$ cat config.mk
export PLATFORM = sky130hd
export DESIGN_NAME = game_flow_ctrl_flat
export DESIGN_NICKNAME = d
export VERILOG_FILES = /design/src/rtl/game_flow_ctrl_if.sv /design/src/rtl/game_flow_ctrl.sv /design/src/flat_wrapper.sv
export SDC_FILE = /design/constraint.sdc
export NUM_CORES = 1
export LEC_CHECK = 0
export CAP_MARGIN = 0
export CELL_PAD_IN_SITES_DETAIL_PLACEMENT = 1
export CELL_PAD_IN_SITES_GLOBAL_PLACEMENT = 2
export CORE_MARGIN = 4
export CORE_UTILIZATION = 36
export CTS_CLUSTER_DIAMETER = 150
export DETAILED_ROUTE_END_ITERATION = 8
export PLACE_DENSITY = 0.83
export SYNTH_ARGS = -nofsm -noshare
export SYNTH_HDL_FRONTEND = slang
export SYNTH_SLANG_ARGS = --single-unit
$ cat constraint.sdc
create_clock -name game_clk -period 14.21 [get_ports game_clk]
set_clock_uncertainty 0.15 [all_clocks]
set_input_delay 2.842 -clock game_clk [delete_from_list [all_inputs] [get_ports game_clk]]
set_output_delay 2.842 -clock game_clk [all_outputs]
set_load 0.02 [all_outputs]
$ cat src/rtl/game_flow_ctrl_if.sv
// game_flow_ctrl_if: groups the game sequencer's data-side signals.
//   start_btn     - debounced start/jump button level (into sequencer)
//   collision     - dino/obstacle overlap level (into sequencer)
//   score         - current score, 0..9999 (into sequencer)
//   game_state    - INIT=0, START=1, END=2, RESET=3 (from sequencer)
//   mode          - 0 = show score, 1 = show high score (from sequencer)
//   speed_level   - obstacle speed index (from sequencer)
//   best_score    - best score since power-on (from sequencer)
//   new_record    - last finished run set a new best (from sequencer)
//   display_blank - 1 = blank the seven-segment display (from sequencer)
// The master modport is the sequencer itself; slave is its environment.
interface game_flow_ctrl_if;
  logic        start_btn;
  logic        collision;
  logic [13:0] score;
  logic [1:0]  game_state;
  logic        mode;
  logic [2:0]  speed_level;
  logic [13:0] best_score;
  logic        new_record;
  logic        display_blank;

  modport master (
    input  start_btn, collision, score,
    output game_state, mode, speed_level, best_score, new_record, display_blank
  );

  modport slave (
    output start_btn, collision, score,
    input  game_state, mode, speed_level, best_score, new_record, display_blank
  );
endinterface

$ cat src/rtl/game_flow_ctrl.sv
// game_flow_ctrl: top-level game sequencer.
// Walks INIT -> START -> END -> RESET -> INIT, derives the speed level from
// the running score, keeps the session best score and blinks the display
// when a finished run sets a new record.
//   game_clk - game tick clock
//   rst      - synchronous reset, active-high
//   bus      - game_flow_ctrl_if.master (button, collision, score in;
//              state, mode, speed, best score, record, blank out)
module game_flow_ctrl #(
  parameter int unsigned END_HOLD_TICKS = 90,
  parameter int unsigned RESET_TICKS    = 2,
  parameter int unsigned SPEED_STEP     = 100,
  parameter int unsigned MAX_LEVEL      = 7,
  parameter int unsigned BLINK_TICKS    = 15
) (
  input  logic             game_clk,
  input  logic             rst,
  game_flow_ctrl_if.master bus
);

  typedef enum logic [1:0] {
    ST_INIT  = 2'd0,
    ST_START = 2'd1,
    ST_END   = 2'd2,
    ST_RESET = 2'd3
  } state_t;

  // Counter widths always at least one bit, even for degenerate parameters.
  localparam int HOLD_W  = $clog2(END_HOLD_TICKS + 2);
  localparam int BLINK_W = $clog2(BLINK_TICKS + 2);
  localparam int RST_W   = $clog2(RESET_TICKS + 2);

  localparam logic [HOLD_W-1:0]  HOLD_MAX   = HOLD_W'(END_HOLD_TICKS);
  localparam logic [BLINK_W-1:0] BLINK_LAST = BLINK_W'(BLINK_TICKS - 1);
  localparam logic [RST_W-1:0]   RST_LAST   = RST_W'(RESET_TICKS - 1);

  state_t              state_q;
  logic                mode_q;
  logic [2:0]          speed_q;
  logic [13:0]         best_q;
  logic                new_rec_q;
  logic                blank_q;
  logic [HOLD_W-1:0]   hold_cnt_q;
  logic [BLINK_W-1:0]  blink_cnt_q;
  logic [RST_W-1:0]    rst_cnt_q;
  logic                btn_q;

  logic                press;
  logic [13:0]         lvl_raw;
  logic [2:0]          speed_d;
  logic [HOLD_W-1:0]   hold_cnt_d;
  logic                blink_wrap;

  // NOTE: every signal assigned here gets a value on every path, so no latch
  // is inferred.
  always_comb begin
    press      = bus.start_btn & ~btn_q;
    lvl_raw    = bus.score / 14'(SPEED_STEP);
    speed_d    = (lvl_raw > 14'(MAX_LEVEL)) ? 3'(MAX_LEVEL) : lvl_raw[2:0];
    hold_cnt_d = (hold_cnt_q == HOLD_MAX) ? hold_cnt_q : hold_cnt_q + HOLD_W'(1);
    blink_wrap = (blink_cnt_q == BLINK_LAST);
  end

  // NOTE: state uses non-blocking assignments only; where two assignments hit
  // the same register in one branch, the later one intentionally wins.
  always_ff @(posedge game_clk) begin
    if (rst) begin
      state_q     <= ST_INIT;
      mode_q      <= 1'b1;
      speed_q     <= '0;
      best_q      <= '0;
      new_rec_q   <= 1'b0;
      blank_q     <= 1'b0;
      hold_cnt_q  <= '0;
      blink_cnt_q <= '0;
      rst_cnt_q   <= '0;
      btn_q       <= 1'b0;
    end else begin
      btn_q <= bus.start_btn;
      unique case (state_q)
        ST_INIT: begin
          mode_q  <= 1'b1;
          speed_q <= '0;
          blank_q <= 1'b0;
          if (press) begin
            state_q   <= ST_START;
            mode_q    <= 1'b0;
            new_rec_q <= 1'b0;
          end
        end

        ST_START: begin
          mode_q  <= 1'b0;
          blank_q <= 1'b0;
          speed_q <= speed_d;
          // Collision wins over a simultaneous press; presses are ignored here.
          if (bus.collision) begin
            state_q     <= ST_END;
            hold_cnt_q  <= '0;
            blink_cnt_q <= '0;
            if (bus.score > best_q) begin
              best_q    <= bus.score;
              new_rec_q <= 1'b1;
            end
          end
        end

        ST_END: begin
          hold_cnt_q <= hold_cnt_d;
          mode_q     <= (hold_cnt_d == HOLD_MAX);
          if (new_rec_q) begin
            blink_cnt_q <= blink_wrap ? '0 : blink_cnt_q + BLINK_W'(1);
            if (blink_wrap) blank_q <= ~blank_q;
          end else begin
            blank_q <= 1'b0;
          end
          // Presses only count once the hold window has fully elapsed.
          if (press && (hold_cnt_q == HOLD_MAX)) begin
            state_q   <= ST_RESET;
            rst_cnt_q <= '0;
            mode_q    <= 1'b0;
            speed_q   <= '0;
            blank_q   <= 1'b0;
          end
        end

        ST_RESET: begin
          mode_q  <= 1'b0;
          speed_q <= '0;
          blank_q <= 1'b0;
          if (rst_cnt_q == RST_LAST) begin
            state_q <= ST_INIT;
            mode_q  <= 1'b1;
          end else begin
            rst_cnt_q <= rst_cnt_q + RST_W'(1);
          end
        end

        default: state_q <= ST_INIT;
      endcase
    end
  end

  assign bus.game_state    = state_q;
  assign bus.mode          = mode_q;
  assign bus.speed_level   = speed_q;
  assign bus.best_score    = best_q;
  assign bus.new_record    = new_rec_q;
  assign bus.display_blank = blank_q;

endmodule

$ cat src/flat_wrapper.sv
// flat-port wrapper written by rule: the top's interface ports become plain ports
module game_flow_ctrl_flat 
#(
  parameter int unsigned END_HOLD_TICKS = 90,
  parameter int unsigned RESET_TICKS    = 2,
  parameter int unsigned SPEED_STEP     = 100,
  parameter int unsigned MAX_LEVEL      = 7,
  parameter int unsigned BLINK_TICKS    = 15
)
  (game_clk, rst, bus_start_btn, bus_collision, bus_score, bus_game_state, bus_mode, bus_speed_level, bus_best_score, bus_new_record, bus_display_blank);
  game_flow_ctrl_if bus_i ();
  input  logic game_clk;
  input  logic rst;
  input wire logic [$bits(bus_i.start_btn)-1:0] bus_start_btn;
  input wire logic [$bits(bus_i.collision)-1:0] bus_collision;
  input wire logic [$bits(bus_i.score)-1:0] bus_score;
  output wire logic [$bits(bus_i.game_state)-1:0] bus_game_state;
  output wire logic [$bits(bus_i.mode)-1:0] bus_mode;
  output wire logic [$bits(bus_i.speed_level)-1:0] bus_speed_level;
  output wire logic [$bits(bus_i.best_score)-1:0] bus_best_score;
  output wire logic [$bits(bus_i.new_record)-1:0] bus_new_record;
  output wire logic [$bits(bus_i.display_blank)-1:0] bus_display_blank;
  assign bus_i.start_btn = bus_start_btn;
  assign bus_i.collision = bus_collision;
  assign bus_i.score = bus_score;
  assign bus_game_state = bus_i.game_state;
  assign bus_mode = bus_i.mode;
  assign bus_speed_level = bus_i.speed_level;
  assign bus_best_score = bus_i.best_score;
  assign bus_new_record = bus_i.new_record;
  assign bus_display_blank = bus_i.display_blank;
  game_flow_ctrl #(.END_HOLD_TICKS(END_HOLD_TICKS), .RESET_TICKS(RESET_TICKS), .SPEED_STEP(SPEED_STEP), .MAX_LEVEL(MAX_LEVEL), .BLINK_TICKS(BLINK_TICKS)) u_core (.game_clk(game_clk), .rst(rst), .bus(bus_i));
endmodule
### Yosys cells after proc, flatten, opt, wreduce, memory -nomap -nowiden

Index checks and enable logic that the tools add are counted.

| word-level totals | value |
|---|---|
| bits in registers | 37 |
| bits of input ports | 18 |

| cells by class | value |
|---|---|
| bitwise logic cells | 3 |
| $lt $le $gt $ge | 2 |
| equality and inequality tests | 15 |
| $add $sub $neg | 3 |
| multiplexer cells | 30 |
| reductions and logical operators | 13 |
| divide/modulo/power cells | 1 |

Operators by type and width:

| operator | count |
|---|---|
| $mux W5 | 3 |
| $div A14 B7 Y14 const B | 1 |
| $eq A7 B7 Y1 const B | 2 |
| $gt A14 B14 Y1 | 1 |
| $gt A14 B3 Y1 const B | 1 |
| $mux W7 | 2 |
| $pmux W7 S2 | 1 |
| $mux W2 | 6 |
| $ne A2 B1 Y1 const B | 5 |
| $pmux W5 S2 | 1 |
| $mux W1 | 9 |
| $pmux W3 S3 | 1 |
| $reduce_and A3 Y1 | 3 |
| $pmux W2 S4 | 1 |
| $reduce_and A4 Y1 | 2 |
| $add A7 B1 Y7 const B | 1 |
| $mux W3 | 2 |
| $reduce_bool A2 Y1 | 3 |
| $add A5 B1 Y5 const B | 1 |
| $eq A5 B4 Y1 const B | 1 |
| $eq A2 B1 Y1 const B | 2 |
| $eq A2 B2 Y1 const B | 2 |
| $ne A2 B2 Y1 const B | 2 |
| $ne A4 B4 Y1 const B | 1 |
| other kinds (11) | 13 |

### Depth between registers and ports, before layout

| logic depth | value |
|---|---|
| depth in word-level cells | 5 |
| gate-level depth with buffers | 18 |
| gate-level depth less buffers | 15 |

### Worst setup path before layout

No wires, ideal clock.

| path | value |
|---|---|
| kind | input port to flip-flop |
| from | in bus_score[11] |
| to | reg u_core.speed_q[0], in the netlist u_core.bus.speed_level[0] |
| arrival time | 6216 ps |
| required time | 13939 ps |
| stages on the path | 17 |
| setup slack | 7723 ps |
| cells stage by stage | buf_4 buf_6 nor2b_1 a311oi_2 o211ai_1 xnor2_2 o221ai_4 a21oi_2 maj3_2 mux2_4 a31o_4 a211o_1 mux2i_4 a21boi_2 nor3_1 nor4b_2 o31ai_2 |

| between the ends | value |
|---|---|
| word-level cells in the longest chain between the ends | 4 |

Ends and longest elaborated chain:

| what | line | RTL |
|---|---|---|
| start, declared | flat_wrapper.sv:16 | `input wire logic [$bits(bus_i.score)-1:0] bus_score;` |
| $div A14 B7 Y14 (*) | game_flow_ctrl.sv:58 | `lvl_raw = bus.score / 14'(SPEED_STEP);` |
| $gt A14 B3 Y1 | game_flow_ctrl.sv:59 | `speed_d = (lvl_raw > 14'(MAX_LEVEL)) ? 3'(MAX_LEVEL) : lvl_raw[2:0];` |
| $mux W3 (*) | game_flow_ctrl.sv:59 |  |
| $pmux W3 S3 (*) | game_flow_ctrl.sv:80 | `unique case (state_q)` |
| end signal, assigned | game_flow_ctrl.sv:95 | `speed_q <= speed_d;` |
| end, declared | game_flow_ctrl.sv:39 | `logic [2:0] speed_q;` |

Every way passes the cells marked *; elsewhere a longest branch is shown, timed or not.
A chain may end at the register's enable or synchronous reset.

### Worst setup path in the final report

| path | value |
|---|---|
| from | in bus_score[12] |
| to | reg u_core.speed_q[0], in the netlist u_core.bus.speed_level[0] |

The elaborated chain is that of the path after synthesis.

==> results.cfg <==
[drt]
drcViolationCount = 0
wl_met1_mm = 5.19
avgViaCountPerCell = 5.71
wl_met3_um = 219
vias = 3825
highest_layer = met4
wl_mm = 11.1
drt_iter0_drc = 133
final_antenna_net_count = 0
routedWlPerCell_um = 16.6
route.met2.wl_mm = 5.59
drtPass1Iterations = 6

[logic_synthesis]
synth-compound-area-share_pct = 31.4
yosysMostFrequentCell = nor2_1
synth_common_cells = 77 x nor2_1, 44 x a21oi_1, 39 x nand2_1
synth_cells = 509
synth_enable_flop_cells = 0
synth_mux_area_share_pct = 1.81
ys_ff_latch = 37
synth_xor_area_share_pct = 2.76
syn-num-nets = 552
ys_async_sr_fraction_pct = 0
yosys_warnings = 0
netlist_area_sq_mm = 0.00381
synth_cell_types = 93
yosys-top-cells-area = dfxtp_1 19%, ha_1 8.2%, nor2_1 7.6%
synth_top_family_by_area = compound AO/OA/AOI/OAI gates
yosys.area_share.simple_pct = 29.4
avgSynthCellArea_sq_um = 7.49
ys.flop_type = dfxtp_1
synth.largest_area_cell = dfxtp_1
synth-seq-area-share_pct = 19.4
yosys.area_share.adder_pct = 8.50
yosysTopAreaCellShare_pct = 19.4

[clock_tree]
cts-resized-gates = 0
post_cts_buffers = 0
cts_max_level = 2
clk_latency_ns = 0.29
hold_buffers = 0
cts.path.max_buffers = 2
cts-root-buf = clkbuf_8
clock-sinks = 37
cts_tree = yes
path_clk_slew_ns = 0.07
numCtsBuffers = 5

[floorplan]
core_area_sq_mm = 0.0103
fp.dieH_um = 111
die_w_um = 111
die-area_sq_mm = 0.0123
initial_core_util_pct = 36.9
ioPinCount = 40
fp-row-count = 37

[sta]
grt_setup_unrepaired = false
period_share_pct = 53.5
relSlewSlack_pct = 23.6
hold_ws_ns = 0.327
finalHoldViolCount = 0
tns_ns = 0
tightest_slew_ns = 1.15
max_freq_mhz = 132
post-route-min-period_ns = 7.60
setup_viol = 0
fin_ws_ns = 6.61
finalMaxSlewViolations = 0

[layout]
finalNetCount = 576
seqCellArea_sq_um = 741
syn_to_final_growth_pct = 14.6
multi_input_area_sq_mm = 0.00283
fillers = 1291
drive_above_1_share_pct = 9.18
finalInstanceArea_sq_mm = 0.00437
antennaDiodeCount = 0

[power]
power.density_mw_per_mm2 = 117
leakage_nw = 1.60
fin_total_pwr_mw = 0.513
peakVddDrop_mv = 0.0694

[place]
gp_congestion = 0.812
pre_cts_ws_ns = 6.32
dp_hpwl_mm = 8.46
port-buffer-count = 39
placed_area_sq_mm = 0.00427

[grt]
overflow = 0
track_usage_pct = 18.1
grt_pass1_vias = 3931
grt_pass1_wl_mm = 19.1
grt_max_degree = 39
antenna_found_initial = 0

[worst_hold_path]
hold_start = u_core.bus.speed_level[1]$_SDFFE_PP0N_
hold_class = flip-flop to flip-flop
min_to = u_core.bus.speed_level[1]$_SDFFE_PP0N_
whs_path_depth = 2

[critical_path]
reg2regPathDepth = 13
arrival_ns = 7.63
critPathKind = input pin to flip-flop
cp_max_fo = 25
crit_required_ns = 14.24
start_kind = input pin
reg2reg_slack_ns = 11.08
end_kind = flip-flop
reg2reg_to = u_core.bus.new_record$_SDFFE_PP0P_
reg2reg_from = u_core.bus.best_score[7]$_SDFFE_PP0P_

[run]
maxCapViolations = 0

[status]
outcome = complete, no violations
flip-flops by register name, summed over array words and instances, names as in the netlist:
register                  flops
u_core.bus.mode               1
u_core.btn_q                  1
u_core.hold_cnt_q             7
u_core.blink_cnt_q            5
u_core.bus.game_state         2
u_core.rst_cnt_q              2
u_core.bus.best_score        14
u_core.bus.speed_level        3
u_core.bus.display_blank      1
u_core.bus.new_record         1
layout by cell type (no fill, tap or decap), drive strengths merged, types with 3 or more instances in the layout:
cell type,instances
dfxtp,37
ha,25
clkdlybuf4s50,39
or2,4
a22oi,8
and3,6
nor3b,3
o21a,3
and3b,4
nand2b,9
inv,31
o211ai,9
a31o,3
a211oi,4
or3,7
o2111ai,3
nand3b,5
and2,3
mux2i,3
a21o,7
nor3,11
nand3,24
a21boi,4
xnor2,7
a31oi,8
o31ai,4
clkbuf,7
nand4,9
a21oi,49
o21ai,20
nand2,41
a221oi,3
a211o,4
nor2b,10
nor2,77
critical path: stages:
cell and delay, ns:
clkdlybuf4s50_1 1.04, a21oi_1 0.19, or3_4 0.43, nand3_1 0.17, a31oi_1 0.19, nor3b_4 0.34
a21oi_2 0.18, maj3_2 0.35, mux2_4 0.26, a31o_4 0.23, a211o_1 0.36, mux2i_4 0.24
a21boi_2 0.25, nor3_1 0.10, nor4b_2 0.33, o31ai_2 0.10
worst max path at each step:
stage | start | to | slack, ns | cells after the start
2_1_floorplan | bus_score[11] | u_core.bus.speed_level[0]$_SDFFE_PP0N_ | 7.72 | 17
3_3_place_gp | bus_score[12] | u_core.bus.speed_level[1]$_SDFFE_PP0N_ | 6.47 | 15
3_5_place_dp | bus_score[12] | u_core.bus.speed_level[0]$_SDFFE_PP0N_ | 6.32 | 16
4_1_cts | bus_score[12] | u_core.bus.speed_level[0]$_SDFFE_PP0N_ | 6.63 | 16
5_1_grt | bus_score[12] | u_core.bus.speed_level[0]$_SDFFE_PP0N_ | 6.33 | 16
6_report | bus_score[12] | u_core.bus.speed_level[0]$_SDFFE_PP0N_ | 6.61 | 16
cell type report:
type                    instances  area share, %
inverters                      32           2.75
repair buffers                 41           9.28
clock inverters                 1          0.115
clock buffers                   7           2.21
multi-input cells             416           64.8
well taps                     136           3.90
flip-flops and latches         37           17.0
per-stage QoR:
step / utilization, % / instances
final: 42.3 / 670
after global routing: 42.3 / 670
after CTS: 42.3 / 670
after detailed placement: 41.3 / 662
after global placement: 41.3 / 662
after floorplan: - / 509
logic make-up after synthesis:
group / after synthesis
simple gates: 220
fa+ha+maj: 26
buf+inv: 56
flops: 37
compound gates: 156
mux: 5
xor+xnor: 9
metal layers:
metal	global-route usage (%)	vias up
li1	-	1904
met1	23.4	1874
met2	32.1	34
met3	1.91	13
met4	4.68	0
met5	0	-
report_power, final:
| group | switching (mW) | internal [mW] | total (mW) |
|---|---|---|---|
| logic | 0.181 | 0.121 | 0.302 |
| registers | 0.0112 | 0.117 | 0.128 |
| clock network | 0.0389 | 0.0439 | 0.0827 |
No activity file was read; power rests on OpenSTA's default activity.
